`src/rtl/stopwatch_pkg.sv`:
```
// Shared constants and helpers for the BCD stopwatch/timer.
// Field offsets describe the packed time {MINUTES, SEC_MSB, SEC_LSB, TENTHS}.
package stopwatch_pkg;

    localparam logic [3:0] BCD_MAX_9 = 4'd9;
    localparam logic [3:0] BCD_MAX_5 = 4'd5;

    localparam int TENTHS_LO = 0;
    localparam int SECL_LO   = 4;
    localparam int SECM_LO   = 8;
    localparam int MIN_LO    = 12;

    function automatic logic [3:0] bcd_sat(
        input logic [3:0] d,
        input logic [3:0] max
    );
        return (d > max) ? max : d;
    endfunction

endpackage

```
`src/rtl/bcd_digit.sv`:
```
// One BCD digit with load, up/down count and wrap at a programmable max.
// Carry/borrow-out is combinational so a whole chain steps in one tick.
module bcd_digit
    import stopwatch_pkg::*;
(
    input  logic       CLK,
    input  logic       CLR,
    input  logic       en,
    input  logic       up,
    input  logic       load,
    input  logic [3:0] load_val,
    input  logic [3:0] max,
    output logic [3:0] q,
    output logic       co
);

    assign co = en & (up ? (q == max) : (q == 4'd0));

    // digit register: load wins over count, wrap at max / zero
    always_ff @(posedge CLK or posedge CLR) begin
        if (CLR) begin
            q <= 4'd0;
        end else if (load) begin
            q <= load_val;
        end else if (en) begin
            if (up) begin
                q <= (q == max) ? 4'd0 : q + 4'd1;
            end else begin
                q <= (q == 4'd0) ? max : q - 4'd1;
            end
        end
    end

endmodule

```
`src/rtl/stopwatch_cnt.sv`:
```
// Parametrised BCD stopwatch/timer: tenths, seconds, N-digit minutes.
// Up/down count, sanitised preset load, lap capture, WRAP and DONE flags.
module stopwatch_cnt
    import stopwatch_pkg::*;
#(
    parameter int MIN_DIGITS = 2,
    parameter int MIN_LIMIT  = 59,
    parameter bit TENTHS_EN  = 1'b1,
    parameter int TW         = 12 + 4 * MIN_DIGITS
) (
    input  logic                    CLK,
    input  logic                    CLR,
    input  logic                    CE,
    input  logic                    UP,
    input  logic                    LOAD,
    input  logic [TW-1:0]           LOAD_VAL,
    input  logic                    LAP,
    output logic [3:0]              TENTHS,
    output logic [3:0]              SEC_LSB,
    output logic [3:0]              SEC_MSB,
    output logic [4*MIN_DIGITS-1:0] MINUTES,
    output logic [TW-1:0]           LAP_TIME,
    output logic                    WRAP,
    output logic                    DONE
);

    localparam int MW = 4 * MIN_DIGITS;

    function automatic logic [MW-1:0] to_bcd(input int v);
        logic [MW-1:0] r;
        int x;
        r = '0;
        x = v;
        for (int i = 0; i < MIN_DIGITS; i++) begin
            r[4*i +: 4] = 4'(x % 10);
            x = x / 10;
        end
        return r;
    endfunction

    localparam logic [MW-1:0] LIM = to_bcd(MIN_LIMIT);

    logic [3:0]          ten_q, sl_q, sm_q;
    logic [MW-1:0]       min_q;
    logic                ten_co, sl_co, sm_co;
    logic [MIN_DIGITS:0] min_c;
    logic                is_zero, is_one, low_one, tick;
    logic                min_at, min_wrap, min_ld;
    logic [3:0]          ld_ten, ld_sl, ld_sm;
    logic [MW-1:0]       ld_min_raw, ld_min, min_ld_val;
    logic [TW-1:0]       cur;
    logic                wrap_q, done_q;
    logic [TW-1:0]       lap_q;
    logic                carry_unused;

    // clamp every preset field to its legal range
    always_comb begin
        ld_ten = TENTHS_EN ? bcd_sat(LOAD_VAL[TENTHS_LO +: 4], BCD_MAX_9)
                           : 4'd0;
        ld_sl = bcd_sat(LOAD_VAL[SECL_LO +: 4], BCD_MAX_9);
        ld_sm = bcd_sat(LOAD_VAL[SECM_LO +: 4], BCD_MAX_5);
        ld_min_raw = '0;
        for (int i = 0; i < MIN_DIGITS; i++) begin
            ld_min_raw[4*i +: 4] =
                bcd_sat(LOAD_VAL[MIN_LO + 4*i +: 4], BCD_MAX_9);
        end
        ld_min = (ld_min_raw > LIM) ? LIM : ld_min_raw;
    end

    assign cur = {min_q, 1'b0, sm_q[2:0], sl_q, ten_q};

    assign is_zero = (ten_q == 4'd0) && (sl_q == 4'd0)
                  && (sm_q == 4'd0) && (min_q == '0);
    assign low_one = TENTHS_EN ? ((ten_q == 4'd1) && (sl_q == 4'd0))
                               : (sl_q == 4'd1);
    assign is_one = low_one && (sm_q == 4'd0) && (min_q == '0);

    // a down-count at zero must not borrow around to MAX
    assign tick = CE & ~LOAD & (UP | ~is_zero);

    generate
        if (TENTHS_EN) begin : g_ten
            bcd_digit u_ten (
                .CLK      (CLK),
                .CLR      (CLR),
                .en       (tick),
                .up       (UP),
                .load     (LOAD),
                .load_val (ld_ten),
                .max      (BCD_MAX_9),
                .q        (ten_q),
                .co       (ten_co)
            );
        end else begin : g_no_ten
            logic ten_unused;
            assign ten_unused = ^ld_ten;
            assign ten_q  = 4'd0;
            assign ten_co = tick;
        end
    endgenerate

    bcd_digit u_sec_lsb (
        .CLK      (CLK),
        .CLR      (CLR),
        .en       (ten_co),
        .up       (UP),
        .load     (LOAD),
        .load_val (ld_sl),
        .max      (BCD_MAX_9),
        .q        (sl_q),
        .co       (sl_co)
    );

    bcd_digit u_sec_msb (
        .CLK      (CLK),
        .CLR      (CLR),
        .en       (sl_co),
        .up       (UP),
        .load     (LOAD),
        .load_val (ld_sm),
        .max      (BCD_MAX_5),
        .q        (sm_q),
        .co       (sm_co)
    );

    // minutes wrap at the decimal limit, not at 99..9: force via load
    assign min_at     = UP ? (min_q == LIM) : (min_q == '0);
    assign min_wrap   = sm_co & min_at;
    assign min_ld     = LOAD | min_wrap;
    assign min_ld_val = LOAD ? ld_min : (UP ? '0 : LIM);
    assign min_c[0]   = sm_co;

    generate
        for (genvar i = 0; i < MIN_DIGITS; i++) begin : g_min
            bcd_digit u_min (
                .CLK      (CLK),
                .CLR      (CLR),
                .en       (min_c[i]),
                .up       (UP),
                .load     (min_ld),
                .load_val (min_ld_val[4*i +: 4]),
                .max      (BCD_MAX_9),
                .q        (min_q[4*i +: 4]),
                .co       (min_c[i+1])
            );
        end
    endgenerate

    assign carry_unused = min_c[MIN_DIGITS];

    // rollover pulse, terminal-count level and lap snapshot
    always_ff @(posedge CLK or posedge CLR) begin
        if (CLR) begin
            wrap_q <= 1'b0;
            done_q <= 1'b0;
            lap_q  <= '0;
        end else begin
            if (LAP) begin
                lap_q <= cur;
            end
            wrap_q <= ~LOAD & CE & UP & min_wrap;
            if (LOAD) begin
                done_q <= 1'b0;
            end else if (CE) begin
                done_q <= ~UP & (is_zero | is_one);
            end
        end
    end

    assign TENTHS   = ten_q;
    assign SEC_LSB  = sl_q;
    assign SEC_MSB  = {1'b0, sm_q[2:0]};
    assign MINUTES  = min_q;
    assign LAP_TIME = lap_q;
    assign WRAP     = wrap_q;
    assign DONE     = done_q;

endmodule

```
`config.mk`:
```
export PLATFORM = sky130hd
export DESIGN_NAME = stopwatch_cnt
export DESIGN_NICKNAME = d
export VERILOG_FILES = /design/src/rtl/stopwatch_pkg.sv /design/src/rtl/bcd_digit.sv /design/src/rtl/stopwatch_cnt.sv
export SDC_FILE = /design/constraint.sdc
export NUM_CORES = 1
export LEC_CHECK = 0
export ABC_AREA = 1
export CORE_MARGIN = 1.5
export CORE_UTILIZATION = 35
export CTS_BUF_LIST = sky130_fd_sc_hd__clkbuf_4
export CTS_CLUSTER_DIAMETER = 100
export DETAILED_ROUTE_END_ITERATION = 8
export SETUP_SLACK_MARGIN = 0.5
export SYNTH_ARGS = -nofsm -noshare
export SYNTH_HDL_FRONTEND = slang
export SYNTH_SLANG_ARGS = --single-unit
```
`constraint.sdc`:
```
create_clock -name CLK -period 2.9 [get_ports CLK]
set_input_delay 0.29 -clock CLK [delete_from_list [all_inputs] [get_ports CLK]]
set_output_delay 0.29 -clock CLK [all_outputs]
set_load 0.02 [all_outputs]
```
==> out/metrics.yaml <==
power_and_ir_drop:
  finalPower_mw: 1.705
  ir_drop_uv: 228.6
  p_leak_nw: 1.546
  p_per_area_nw_per_um2: 501.8
yosys:
  ys_seq_elements: 41
  syn_area_um2: 2605
  yosys.area.top_type: "dfrtp_1"
  netlist.area_leader.share_pct: 39.39
  synth-seq-area-share_pct: 39.39
  avgSynthCellArea_um2: 7.338
  ys_top_cells_by_area: "dfrtp_1, nand2_1, nor2_1"
  syn_inst: 355
  synth.distinct_cells: 40
  ys_warn_count: 0
routing:
  drtPass1Iterations: 6
  postRouteWirelength_um: 6709
  drtIter0Drc: 115
  routed_via_density: 4.965
  drc: 0
  vias: 2572
  ant_nets: 0
  wl_per_cell_um: 12.95
cells_and_area:
  multiInputGateArea_um2: 1333
  fin_nets: 444
  seq_area_um2: 1026
  drive_gt1_share_pct: 8.353
  fillers: 758
  area_delta_synth_final_pct: 30.45
  n_antenna_cell: 0
timing:
  setup_tns_ns: 0
  fin_crit_ns: 1.866
  setup_viol: 0
  skew_ns: 0.007484
  rsz0062_at_grt: "no"
  final-max-slew-violation-count: 0
  hold_violations: 0
  setup_slack_ns: 1.034
  max_clock_freq_ghz: 0.5358
  worstMarginPinSlew_ns: 0.5991
  slew_headroom_pct: 59.93
  fin_hold_ws_ns: 0.3580
  period_share_pct: 64.35
clocking:
  post_cts_buffers: 0
  clk_pin_slew_worst_paths_ns: 0.13
  cts_tree: "yes"
  cts_hold_buf: 0
  htreeDepth: 2
  cts_resized: 0
  cts-root-buf: "clkbuf_4"
  clockBufferDepth: 2
  numCtsBuffers: 5
  insertion_delay_ns: 0.36
  clkSinkCount: 41
global_routing:
  grt_max_degree: 42
  grt_pass1_vias: 2419
  grt_pass1_wl_um: 11110
  antenna_found_initial: 0
  grt-ovfl-total: 0
  track_usage_pct: 17.92
worst_setup_path:
  end_kind: "register"
  critPathRequiredTime_ns: 3.13
  arrival_ns: 2.10
  critical_path_class: "register to register"
  setup.worst_path.start_class: "register"
  cp_max_fo: 8
floorplan:
  die_x_um: 89.27
  die_h_um: 89.27
  start_util_pct: 36.11
  io_pins: 68
  dieArea_um2: 7969
  num_rows: 31
  core_area_um2: 7214
run:
  cap_violations: 0
placement:
  place_worst_setup_slack_ns: 0.8145
  place.gp.congestion: 0.8366
  io_buffers: 65
  dp_hpwl_um: 4966
min_path:
  hold_path.class: "input pin to asynchronous set/reset pin"
status:
  status: "finished clean"
[logic make-up (layout without fill, tap and decap cells)]
family | after synthesis | after routing | synth area share, %
AO/OA/AOI/OAI | 83 | 83 | 18.68
XOR/XNOR | 4 | 4 | 1.345
buffers and inverters | 59 | 122 | 9.606
flip-flops | 41 | 41 | 39.39
multiplexers | 3 | 3 | 1.297
other | 1 | 2 | 0.1440
AND/OR/NAND/NOR | 164 | 164 | 29.54
[flip-flops by register name, summed over array words and instances, names as in the netlist]
register       count
DONE               1
WRAP               1
u_sec_lsb.q        4
g_ten.u_ten.q      4
LAP_TIME          19
g_min.u_min.q      8
u_sec_msb.q        4
[synthesized netlist by cell type (all sizes together)]
master and count:
a31oi 3, clkbuf 9, o21ai 32, nor3b 3
o31ai 2, a21o 1, nor3 1, nor2 56
a211o 1, clkinv 2, xor2 4, mux2 3
inv 40, dfrtp 41, conb 1, nand4 6
nand3 25, o41ai 2, o211ai 6, a41oi 2
o2111ai 2, buf 8, nand3b 1, a21oi 27
o311ai 3, nand2 72, o22ai 1, o21a 1
[final cells by class]
cell class              count  share of cell area, %
multi-input cells         256                  39.21
flip-flops and latches     41                  30.19
repair buffers             72                  20.69
inverters                  42                  4.639
well taps                  99                  3.645
clock buffers               6                  1.325
clock inverters             2                 0.2946
[per-layer routing]
layer  wire length [um]  track usage (%)
met1               3140            22.28
met2               3149            30.83
met3                254            3.232
met4                164            6.993
met5                  0                0
[critical path: stages, from the launching register on]
cell and delay [ns]:
dfrtp_1 0.45, nor2_1 0.24, nand2_1 0.14, nor2_1 0.21
nand3_2 0.14, nand3_4 0.13, nand2_1 0.17, o311ai_0 0.13
o21ai_0 0.13
[power by group]
part | total (mW) | internal, mW | switching [mW]
Sequential | 0.735 | 0.649 | 0.0861
Combinational | 0.670 | 0.290 | 0.380
Clock | 0.300 | 0.102 | 0.198
Total | 1.71 | 1.04 | 0.664
[worst paths after layout]
kind / slack [ns] / cells past startpoint / start / end
setup reg to reg: 1.03 / 8 / g_min[0].u_min.q[0] / u_sec_lsb.q[0]
hold reg to reg: 0.53 / 1 / LAP_TIME[1] / LAP_TIME[1]
hold / removal: 0.36 / 3 / CLR / LAP_TIME[1]
max in group asynchronous: 2.18 / 3 / CLR / u_sec_lsb.q[3]
min in group CLK: 0.52 / 3 / LOAD_VAL[3] / g_ten.u_ten.q[0]
setup / recovery: 1.03 / 8 / g_min[0].u_min.q[0] / u_sec_lsb.q[0]
[cell usage in the layout, fill, tap and decap left out, types with 4 or more instances in the layout]
master / Yosys / routed
dfrtp_1: 41 / 41
xor2_1: 4 / 4
a21oi_1: 27 / 27
o211ai_1: 6 / 6
clkdlybuf4s50_1: 0 / 65
buf_4: 5 / 7
nor2_1: 51 / 51
clkbuf_4: 0 / 6
nand2_1: 68 / 68
nand4_1: 5 / 5
nand3_1: 22 / 22
o21ai_0: 31 / 31
inv_1: 37 / 37
[per-stage QoR]
stage / utilization (%) / area, um^2 / std cells
after floorplan: - / 2609 / 356
after global placement: 46.34 / 3343 / 510
after detailed placement: 46.34 / 3343 / 510
after CTS: 47.10 / 3398 / 518
after global routing: 47.10 / 3398 / 518
final: 47.10 / 3398 / 518
(Power assumes the default switching activity.)
